--- config.mk ---
export PLATFORM = sky130hd
export DESIGN_NAME = vga_scan_fetch
export DESIGN_NICKNAME = d
export VERILOG_FILES = /design/src/rtl/vga_scan_fetch.sv
export SDC_FILE = /design/constraint.sdc
export NUM_CORES = 1
export LEC_CHECK = 0
export CORE_MARGIN = 1
export CORE_UTILIZATION = 60
export DETAILED_ROUTE_END_ITERATION = 16
export PLACE_DENSITY = 0.83
export SETUP_SLACK_MARGIN = 0.02
export SLEW_MARGIN = 20
export SYNTH_ARGS = -nofsm -noshare
export SYNTH_HDL_FRONTEND = slang
export SYNTH_SLANG_ARGS = --single-unit
--- constraint.sdc ---
create_clock -name CLOCK -period 8.6 [get_ports CLOCK]
set_clock_uncertainty 0.1 [all_clocks]
set_input_delay 1.72 -clock CLOCK [delete_from_list [all_inputs] [get_ports CLOCK]]
set_output_delay 1.72 -clock CLOCK [all_outputs]
set_load 0.01 [all_outputs]
--- src/rtl/vga_scan_fetch.sv ---
// VGA scan controller: H/V timing, windowed framebuffer fetch with 2^SCALE_SHIFT replication, latency-matched syncs.
// Optional double buffering under `VGA_DBUF_EN` (adds iBufSel, widens oAddr by one bank bit).
module vga_scan_fetch #(
    parameter int SA          = 96,
    parameter int SB          = 48,
    parameter int SC          = 640,
    parameter int SD          = 16,
    parameter int SE          = 800,
    parameter int SO          = 2,
    parameter int SP          = 33,
    parameter int SQ          = 480,
    parameter int SR          = 10,
    parameter int SS          = 525,
    parameter int XSIZE       = 640,
    parameter int YSIZE       = 480,
    parameter int XOFF        = 0,
    parameter int YOFF        = 0,
    parameter int SCALE_SHIFT = 0,
    parameter int DW          = 9,
    parameter int AW          = 19,
    parameter int RD_LAT      = 1
) (
    input  logic          CLOCK,
    input  logic          RESET,
`ifdef VGA_DBUF_EN
    input  logic          iBufSel,
    output logic [AW:0]   oAddr,
`else
    output logic [AW-1:0] oAddr,
`endif
    output logic          oRdEn,
    input  logic [DW-1:0] iData,
    output logic [DW-1:0] VGAD,
    output logic          oHSYNC,
    output logic          oVSYNC,
    output logic          oFrameStart
);

    localparam int HW = $clog2(SE);
    localparam int VW = $clog2(SS);
    // Window is clipped to the active area so porch/sync never carries pixels.
    localparam int H_ACT_END = ((SA + SB + SC) < (SE - SD)) ? (SA + SB + SC) : (SE - SD);
    localparam int V_ACT_END = ((SO + SP + SQ) < (SS - SR)) ? (SO + SP + SQ) : (SS - SR);
    localparam int H_WIN_BEG = SA + SB + XOFF;
    localparam int V_WIN_BEG = SO + SP + YOFF;
    localparam int H_WIN_END = ((H_WIN_BEG + XSIZE) < H_ACT_END) ? (H_WIN_BEG + XSIZE) : H_ACT_END;
    localparam int V_WIN_END = ((V_WIN_BEG + YSIZE) < V_ACT_END) ? (V_WIN_BEG + YSIZE) : V_ACT_END;
    localparam logic [AW-1:0] ROW_STEP = AW'(XSIZE >> SCALE_SHIFT);
    localparam logic [2:0]    SUB_MAX  = 3'((1 << SCALE_SHIFT) - 1);

    logic [HW-1:0]     r_hcnt;
    logic [VW-1:0]     r_vcnt;
    logic [AW-1:0]     r_xsrc;
    logic [AW-1:0]     r_row_base;
    logic [2:0]        r_xsub;
    logic [2:0]        r_ysub;
    logic [31:0]       w_h32;
    logic [31:0]       w_v32;
    logic              w_h_zero;
    logic              w_v_zero;
    logic              w_h_last;
    logic              w_v_last;
    logic              w_in_x;
    logic              w_in_y;
    logic              w_win;
    logic [AW-1:0]     r_addr;
    logic              r_rden;
    logic              r_hs1;
    logic              r_vs1;
    logic [RD_LAT-1:0] r_win_d;
    logic [RD_LAT-1:0] r_hs_d;
    logic [RD_LAT-1:0] r_vs_d;
    logic [RD_LAT:0]   w_win_chain;
    logic [RD_LAT:0]   w_hs_chain;
    logic [RD_LAT:0]   w_vs_chain;
    logic [DW-1:0]     r_vgad;
    logic              r_hsync_n;
    logic              r_vsync_n;

    assign w_h32    = 32'(r_hcnt);
    assign w_v32    = 32'(r_vcnt);
    assign w_h_zero = (r_hcnt == HW'(0));
    assign w_v_zero = (r_vcnt == VW'(0));
    assign w_h_last = (r_hcnt == HW'(SE - 1));
    assign w_v_last = (r_vcnt == VW'(SS - 1));
    assign w_in_x   = (w_h32 >= 32'(H_WIN_BEG)) && (w_h32 < 32'(H_WIN_END));
    assign w_in_y   = (w_v32 >= 32'(V_WIN_BEG)) && (w_v32 < 32'(V_WIN_END));
    assign w_win    = w_in_x && w_in_y;

    // Free-running raster counters.
    always_ff @(posedge CLOCK or posedge RESET) begin
        if (RESET) begin
            r_hcnt <= '0;
            r_vcnt <= '0;
        end else if (w_h_last) begin
            r_hcnt <= '0;
            r_vcnt <= w_v_last ? '0 : (r_vcnt + VW'(1));
        end else begin
            r_hcnt <= r_hcnt + HW'(1);
        end
    end

    // Source column: advances once per 2^SCALE_SHIFT in-window pixels.
    always_ff @(posedge CLOCK or posedge RESET) begin
        if (RESET) begin
            r_xsrc <= '0;
            r_xsub <= 3'd0;
        end else if (w_h_zero) begin
            r_xsrc <= '0;
            r_xsub <= 3'd0;
        end else if (w_win) begin
            if (r_xsub == SUB_MAX) begin
                r_xsub <= 3'd0;
                r_xsrc <= r_xsrc + AW'(1);
            end else begin
                r_xsub <= r_xsub + 3'd1;
            end
        end
    end

    // Source row base: stepped by one source row every 2^SCALE_SHIFT window lines; frame clear wins.
    always_ff @(posedge CLOCK or posedge RESET) begin
        if (RESET) begin
            r_row_base <= '0;
            r_ysub     <= 3'd0;
        end else if (w_h_zero && w_v_zero) begin
            r_row_base <= '0;
            r_ysub     <= 3'd0;
        end else if (w_h_last && w_in_y) begin
            if (r_ysub == SUB_MAX) begin
                r_ysub     <= 3'd0;
                r_row_base <= r_row_base + ROW_STEP;
            end else begin
                r_ysub <= r_ysub + 3'd1;
            end
        end
    end

    // Stage 1: read request plus sync levels captured at the same raster position.
    always_ff @(posedge CLOCK or posedge RESET) begin
        if (RESET) begin
            r_addr <= '0;
            r_rden <= 1'b0;
            r_hs1  <= 1'b0;
            r_vs1  <= 1'b0;
        end else begin
            r_addr <= w_win ? (r_row_base + r_xsrc) : '0;
            r_rden <= w_win;
            r_hs1  <= (w_h32 < 32'(SA));
            r_vs1  <= (w_v32 < 32'(SO));
        end
    end

    assign w_win_chain = {r_win_d, r_rden};
    assign w_hs_chain  = {r_hs_d, r_hs1};
    assign w_vs_chain  = {r_vs_d, r_vs1};

    // Delay line matching the framebuffer read latency, then the output register.
    always_ff @(posedge CLOCK or posedge RESET) begin
        if (RESET) begin
            r_win_d   <= '0;
            r_hs_d    <= '0;
            r_vs_d    <= '0;
            r_vgad    <= '0;
            r_hsync_n <= 1'b1;
            r_vsync_n <= 1'b1;
        end else begin
            r_win_d   <= w_win_chain[RD_LAT-1:0];
            r_hs_d    <= w_hs_chain[RD_LAT-1:0];
            r_vs_d    <= w_vs_chain[RD_LAT-1:0];
            r_vgad    <= r_win_d[RD_LAT-1] ? iData : '0;
            r_hsync_n <= ~r_hs_d[RD_LAT-1];
            r_vsync_n <= ~r_vs_d[RD_LAT-1];
        end
    end

`ifdef VGA_DBUF_EN
    logic r_bank;
    logic r_addr_msb;

    // Bank latched at the start of V front porch so a frame never switches buffers mid-scan.
    always_ff @(posedge CLOCK or posedge RESET) begin
        if (RESET) begin
            r_bank     <= 1'b0;
            r_addr_msb <= 1'b0;
        end else begin
            if (w_h_zero && (w_v32 == 32'(SO + SP + SQ))) begin
                r_bank <= iBufSel;
            end
            r_addr_msb <= w_win & r_bank;
        end
    end

    assign oAddr = {r_addr_msb, r_addr};
`else
    assign oAddr = r_addr;
`endif

    assign oRdEn       = r_rden;
    assign VGAD        = r_vgad;
    assign oHSYNC      = r_hsync_n;
    assign oVSYNC      = r_vsync_n;
    assign oFrameStart = w_h_zero & w_v_zero & ~RESET;

endmodule
==> results of run 1 <==
cells in the mapped netlist, drive strengths merged (3+ instances only):
library cell,number
nor3,13
nand3,15
dfrtp,91
a21oi,24
o211ai,4
nand2,39
buf,4
xor2,17
or3,10
nand4,12
and3,6
ha,22
or2,4
a211oi,5
inv,21
or4,7
and2,15
o21ai,18
clkbuf,11
nor2,63
nor4,11
o21bai,3
xnor2,35
cell type report:
type	instances	area [um^2]	share of cell area
Clock buffer	11	151	0.0280
Inverter	22	83.8	0.0155
Multi-Input combinational cell	344	2210	0.409
Tap cell	99	124	0.0229
Clock inverter	5	57.6	0.0106
Timing Repair Buffer	46	450	0.0833
Sequential cell	93	2330	0.431
registers in the layout (all words and copies together), names as in the netlist:
register,cells
r_hcnt,10
oVSYNC,1
VGAD,9
oAddr,19
r_xsrc,19
r_vs_d,1
r_xsub,3
r_ysub,3
oRdEn,1
r_hs1,1
r_vs1,1
r_hs_d,1
r_vcnt,10
r_win_d,1
r_row_base,12
oHSYNC,1
per-stage QoR:
step | util | cell area (um^2) | std cells | worst slack, ns
after floorplan | - | 4690 | 474 | 4.36
after global placement | 0.701 | 5190 | 604 | 3.76
after detailed placement | 0.701 | 5190 | 604 | 3.72
after CTS | 0.729 | 5400 | 620 | 3.69
after global routing | 0.730 | 5410 | 620 | 3.60
final | 0.730 | 5410 | 620 | 3.73
power groups by stage:
stage,sequential [mW],clock [mW],combinational [mW]
after floorplan,0.446,0,0.00647
after global placement,0.446,0,0.0135
after detailed placement,0.446,0,0.0137
after CTS,0.437,0.311,0.0138
after global routing,0.437,0.329,0.0152
final,0.437,0.305,0.0131
worst max-delay path: stages:
cell             delay (ns)
clkdlybuf4s50_1        0.44
nor4_1                 0.31
clkdlybuf4s50_1        0.59
how the worst max path moves through the flow:
stage	slack [ns]	start	end	cells past startpoint
2_1_floorplan	4.36	RESET	VGAD[0]$_DFF_PP0_	1
3_3_place_gp	3.76	RESET	oFrameStart	3
3_5_place_dp	3.72	RESET	oFrameStart	3
4_1_cts	3.69	r_hcnt[5]$_DFF_PP0_	oFrameStart	5
5_1_grt	3.60	r_hcnt[5]$_DFF_PP0_	oFrameStart	5
6_report	3.73	RESET	oFrameStart	3
per-layer routing:
| metal | routed length (um) | vias up | track usage |
|---|---|---|---|
| met2 | 4680 | 91 | 0.440 |
| met3 | 337 | 15 | 0.0438 |
| met1 | 3860 | 1724 | 0.298 |
| met4 | 150 | 0 | 0.0887 |
| met5 | 0 | - | 0 |
| li1 | - | 1712 | - |
cell families (layout without fill, tap and decap cells):
kind of cell | after synthesis | count (layout)
compound gates | 68 | 68
fa+ha+maj | 22 | 22
other cells | 1 | 1
buf+inv | 37 | 84
flops | 93 | 93
xor+xnor | 52 | 52
simple gates | 201 | 201
==> results.cfg, run 1 <==
[final_layout]
mostFrequentLayoutCells = dfrtp_1, nor2_1, clkdlybuf4s50_1, nand2_1, xnor2_1
final_common_cell = dfrtp_1
post_route_cells_drive_above_1_share = 0.0729
area_delta_synth_final_pct = 15.4
antennaDiodeCount = 0
fillers = 536
nNetsFinal = 549

[route]
dr.pass1.iters = 4
wirelength_um = 9030
ant_nets = 0
viasPerCell = 5.71
drc_errors = 0
post_drt_wl_per_cell_um = 14.6
drt_iter0_markers = 225
num_vias = 3542

[timing]
setup_viol = 0
layout_worst_path_cycle_share = 0.567
slew_viol_final = 0
hold_slack_ns = 0.257
grt_setup_unrepaired = no
tightestPinTransition_ns = 0.919
hold_viol = 0
fin_crit_ns = 4.87
tns_ns = 0
relSlewSlack = 0.387
fmax_mhz = 205

[synthesis]
synth_top_cell_by_area = dfrtp_1
yosys.area_share.simple = 0.219
yosysUniqueCellTypes = 51
syn_area_um2 = 4690
ys_ff_latch = 93
synth-compound-area-share = 0.0937
ys_async_sr_fraction = 1.00
synth_adder_area_share = 0.0587
synthMuxAreaShare = 0
synth_top_area_frac = 0.486
synth-edff-count = 0
synth_xor_area_frac = 0.0972
synth_cells = 474
synth.net_count = 507
yosysWarnings = 0
synth_top_family_by_area = simple AND/OR/NAND/NOR gates
syn_avg_cell_area_um2 = 9.89
synthFlopType = dfrtp_1
synth.top_cells.by_area = dfrtp_1, xnor2_1, ha_1
ys_seq_area_frac = 0.497

[die]
initial_utilization = 0.632
dieWidth_um = 90.4
die_h_um = 90.4
pin_count = 43
core_um2 = 7410
dieArea_um2 = 8170
rows = 31

[clock_network]
worstSkewPairLatency_ns = 0.37
cts_made_buffers = 9
ctsHoldBuffers = 0
cts_resized = 0
clkSlewWorstSetupHoldPaths_ns = 0.08
clockRootBuffer = clkbuf_8
postCtsSetupBuffers = 0
cts_buffer_depth = 2
cts_max_level = 3
cts_tree = done
clkSinkCount = 93

[power_and_ir_drop]
switching_share = 0.216
power_density_nw_per_um2 = 140
pwr-share-clk = 0.404
vdd_drop_max_v = 0.0000798
intPower_mw = 0.592
finalPower_mw = 0.755
seq_power_share = 0.579
p_comb_frac = 0.017
cellLeakagePower_nw = 2.40
net-switching-power_mw = 0.163

[hold_path]
worstHoldStart = r_hs1$_DFF_PP0_
min_to = r_hs_d$_DFF_PP0_
hold_depth = 0
hold_class = flop to flop

[critical_path]
worstPathArrival_ns = 3.05
timing.rr.end = r_xsub[2]$_DFFE_PP0P_
path_class = input port to output port
rr_worst_depth = 8
cp-end-kind = output port
r2r-start = r_vcnt[0]$_DFFE_PP0N_
worstPathRequired_ns = 6.78
ff2ff_setup_slack_ns = 5.74
path_max_fanout = 2
startpoint_type = input port

[flow_run]
drv_cap = 0

[placed_design]
dp_hpwl_um = 6470
gp_congestion = 0.833
io_buffers = 42

[global_routing]
grt_max_degree = 77
grtUsageTotal = 0.246
antenna_found_initial = 0
grt_pass1_wl_um = 15800
grt_overflow_total = 0
grt_pass1_vias = 3435

[status]
status = completed
Note: power is estimated with default switching activity, not from simulation.
==> run 2, diff against run 1 <==
--- a/config.mk
+++ b/config.mk
@@ -6,9 +6,9 @@
 export NUM_CORES = 1
 export LEC_CHECK = 0
 export CORE_MARGIN = 1
-export CORE_UTILIZATION = 60
+export CORE_UTILIZATION = 52
 export DETAILED_ROUTE_END_ITERATION = 16
-export PLACE_DENSITY = 0.83
+export PLACE_DENSITY = 0.76
 export SETUP_SLACK_MARGIN = 0.02
 export SLEW_MARGIN = 20
 export SYNTH_ARGS = -nofsm -noshare
==> constraint.sdc (replaced) <==
create_clock -name CLOCK -period 4.4 [get_ports CLOCK]
set_clock_uncertainty 0.1 [all_clocks]
set_input_delay 0.88 -clock CLOCK [delete_from_list [all_inputs] [get_ports CLOCK]]
set_output_delay 0.88 -clock CLOCK [all_outputs]
set_load 0.01 [all_outputs]
==> run 2 against run 1 <==
  * Utilization decreased by 11 points
  * Via count decreased by 3.0%
  * Cell area increased by 0.51%
  * Sequential power increased by 95%
  * Die area increased by 15%
  * Power increased by 98%
  * Critical path type is now flop to output port
  * Largest power group unchanged
  * Highest routed layer unchanged
==> results.cfg, run 2 (synthesis gave the netlist of run 1 again) <==
[status]
status = completed

[global_routing]
grt_pass1_vias = 3403
grt_overflow_total = 0
grt_pass1_wl_um = 15600
grtUsageTotal = 0.206
antenna_found_initial = 0
grt_max_degree = 94

[critical_path]
rr_worst_depth = 5
path_max_fanout = 8
timing.rr.end = r_row_base[17]$_DFFE_PP0P_
ff2ff_setup_slack_ns = 1.66
worstPathArrival_ns = 3.02
path_class = flop to output port
r2r-start = r_hcnt[5]$_DFF_PP0_
cp-end-kind = output port
startpoint_type = flop
worstPathRequired_ns = 3.42

[power_and_ir_drop]
vdd_drop_max_v = 0.000189
net-switching-power_mw = 0.353
power_density_nw_per_um2 = 275
intPower_mw = 1.14
cellLeakagePower_nw = 2.40
switching_share = 0.236
p_comb_frac = 0.018
finalPower_mw = 1.49
pwr-share-clk = 0.410
seq_power_share = 0.572

[die]
dieWidth_um = 96.9
die_h_um = 96.9
pin_count = 43
rows = 34
dieArea_um2 = 9390
initial_utilization = 0.537
core_um2 = 8720

[final_layout]
nNetsFinal = 550
fillers = 711
antennaDiodeCount = 0
post_route_cells_drive_above_1_share = 0.0728
final_common_cell = dfrtp_1
area_delta_synth_final_pct = 16.0
mostFrequentLayoutCells = dfrtp_1, nor2_1, clkdlybuf4s50_1, nand2_1, xnor2_1

[route]
post_drt_wl_per_cell_um = 14.4
wirelength_um = 9040
dr.pass1.iters = 4
drc_errors = 0
num_vias = 3434
drt_iter0_markers = 168
ant_nets = 0
viasPerCell = 5.45

[flow_run]
drv_cap = 0

[placed_design]
io_buffers = 42
dp_hpwl_um = 6410
gp_congestion = 0.844

[clock_network]
cts_buffer_depth = 2
clockRootBuffer = clkbuf_8
cts_made_buffers = 9
postCtsSetupBuffers = 0
ctsHoldBuffers = 0
worstSkewPairLatency_ns = 0.36
cts_max_level = 3
cts_tree = done
clkSinkCount = 93
clkSlewWorstSetupHoldPaths_ns = 0.10
cts_resized = 0

[timing]
tightestPinTransition_ns = 0.691
slew_viol_final = 0
setup_viol = 0
fmax_mhz = 250
hold_viol = 0
tns_ns = 0
grt_setup_unrepaired = no
layout_worst_path_cycle_share = 0.909
relSlewSlack = 0.537
hold_slack_ns = 0.256
fin_crit_ns = 4.00

[hold_path]
worstHoldStart = r_hs1$_DFF_PP0_
hold_depth = 0
min_to = r_hs_d$_DFF_PP0_
hold_class = flop to flop
run 2: worst max path at each step:
stage | from | endpoint | slack [ns] | cells after the start
6_report | r_hcnt[5]$_DFF_PP0_ | oFrameStart | 0.40 | 5
5_1_grt | r_hcnt[5]$_DFF_PP0_ | oFrameStart | 0.28 | 5
4_1_cts | r_hcnt[5]$_DFF_PP0_ | oFrameStart | 0.38 | 5
3_5_place_dp | r_hcnt[5]$_DFF_PP0_ | oFrameStart | 0.82 | 5
3_3_place_gp | r_hcnt[5]$_DFF_PP0_ | oFrameStart | 0.84 | 5
2_1_floorplan | RESET | VGAD[0]$_DFF_PP0_ | 1.00 | 1
run 2: layout make-up:
| type | count | area, um^2 | area share |
|---|---|---|---|
| multi-input cells | 344 | 2210 | 0.406 |
| clock inverters | 7 | 85.1 | 0.0157 |
| clock buffers | 9 | 124 | 0.0228 |
| flip-flops and latches | 93 | 2330 | 0.429 |
| well taps | 108 | 135 | 0.0249 |
| repair buffers | 47 | 470 | 0.0866 |
| inverters | 22 | 83.8 | 0.0154 |
run 2: power groups by stage:
| stage | clock [mW] | sequential, mW | combinational [mW] |
|---|---|---|---|
| global route | 0.665 | 0.854 | 0.0318 |
| detailed placement | 0 | 0.871 | 0.0286 |
| floorplan | 0 | 0.871 | 0.0126 |
| finish | 0.612 | 0.854 | 0.0272 |
| global placement | 0 | 0.871 | 0.0282 |
| CTS | 0.625 | 0.854 | 0.0287 |
run 2: critical path, cell delays in order (launching register included):
cell and delay, ns:
dfrtp_1 0.48, or3_4 0.43, or2_1 0.26, or4_4 0.61, nor4_1 0.29, clkdlybuf4s50_1 0.58
run 2: metrics by stage:
stage	util	instance area [um^2]	setup slack (ns)	std cells
6_report	0.623	5430	0.402	630
5_1_grt	0.623	5430	0.275	630
4_1_cts	0.623	5430	0.382	630
3_5_place_dp	0.599	5230	0.820	614
3_3_place_gp	0.599	5230	0.842	614
2_1_floorplan	-	4690	1.00	474
run 2: layer usage:
layer | vias to the layer above | wire, um | GRT usage
met2 | 52 | 4440 | 0.340
met5 | - | 0 | 0
met4 | 0 | 127 | 0.0861
met3 | 9 | 217 | 0.0318
li1 | 1708 | - | -
met1 | 1665 | 4260 | 0.270
==> run 3, diff against run 2 <==
--- a/config.mk
+++ b/config.mk
@@ -5,6 +5,7 @@
 export SDC_FILE = /design/constraint.sdc
 export NUM_CORES = 1
 export LEC_CHECK = 0
+export CAP_MARGIN = 20
 export CORE_MARGIN = 1
 export CORE_UTILIZATION = 52
 export DETAILED_ROUTE_END_ITERATION = 16
==> results of run 3 <==
Same layout as run 2: the final DEF is identical, and so are final timing and power.
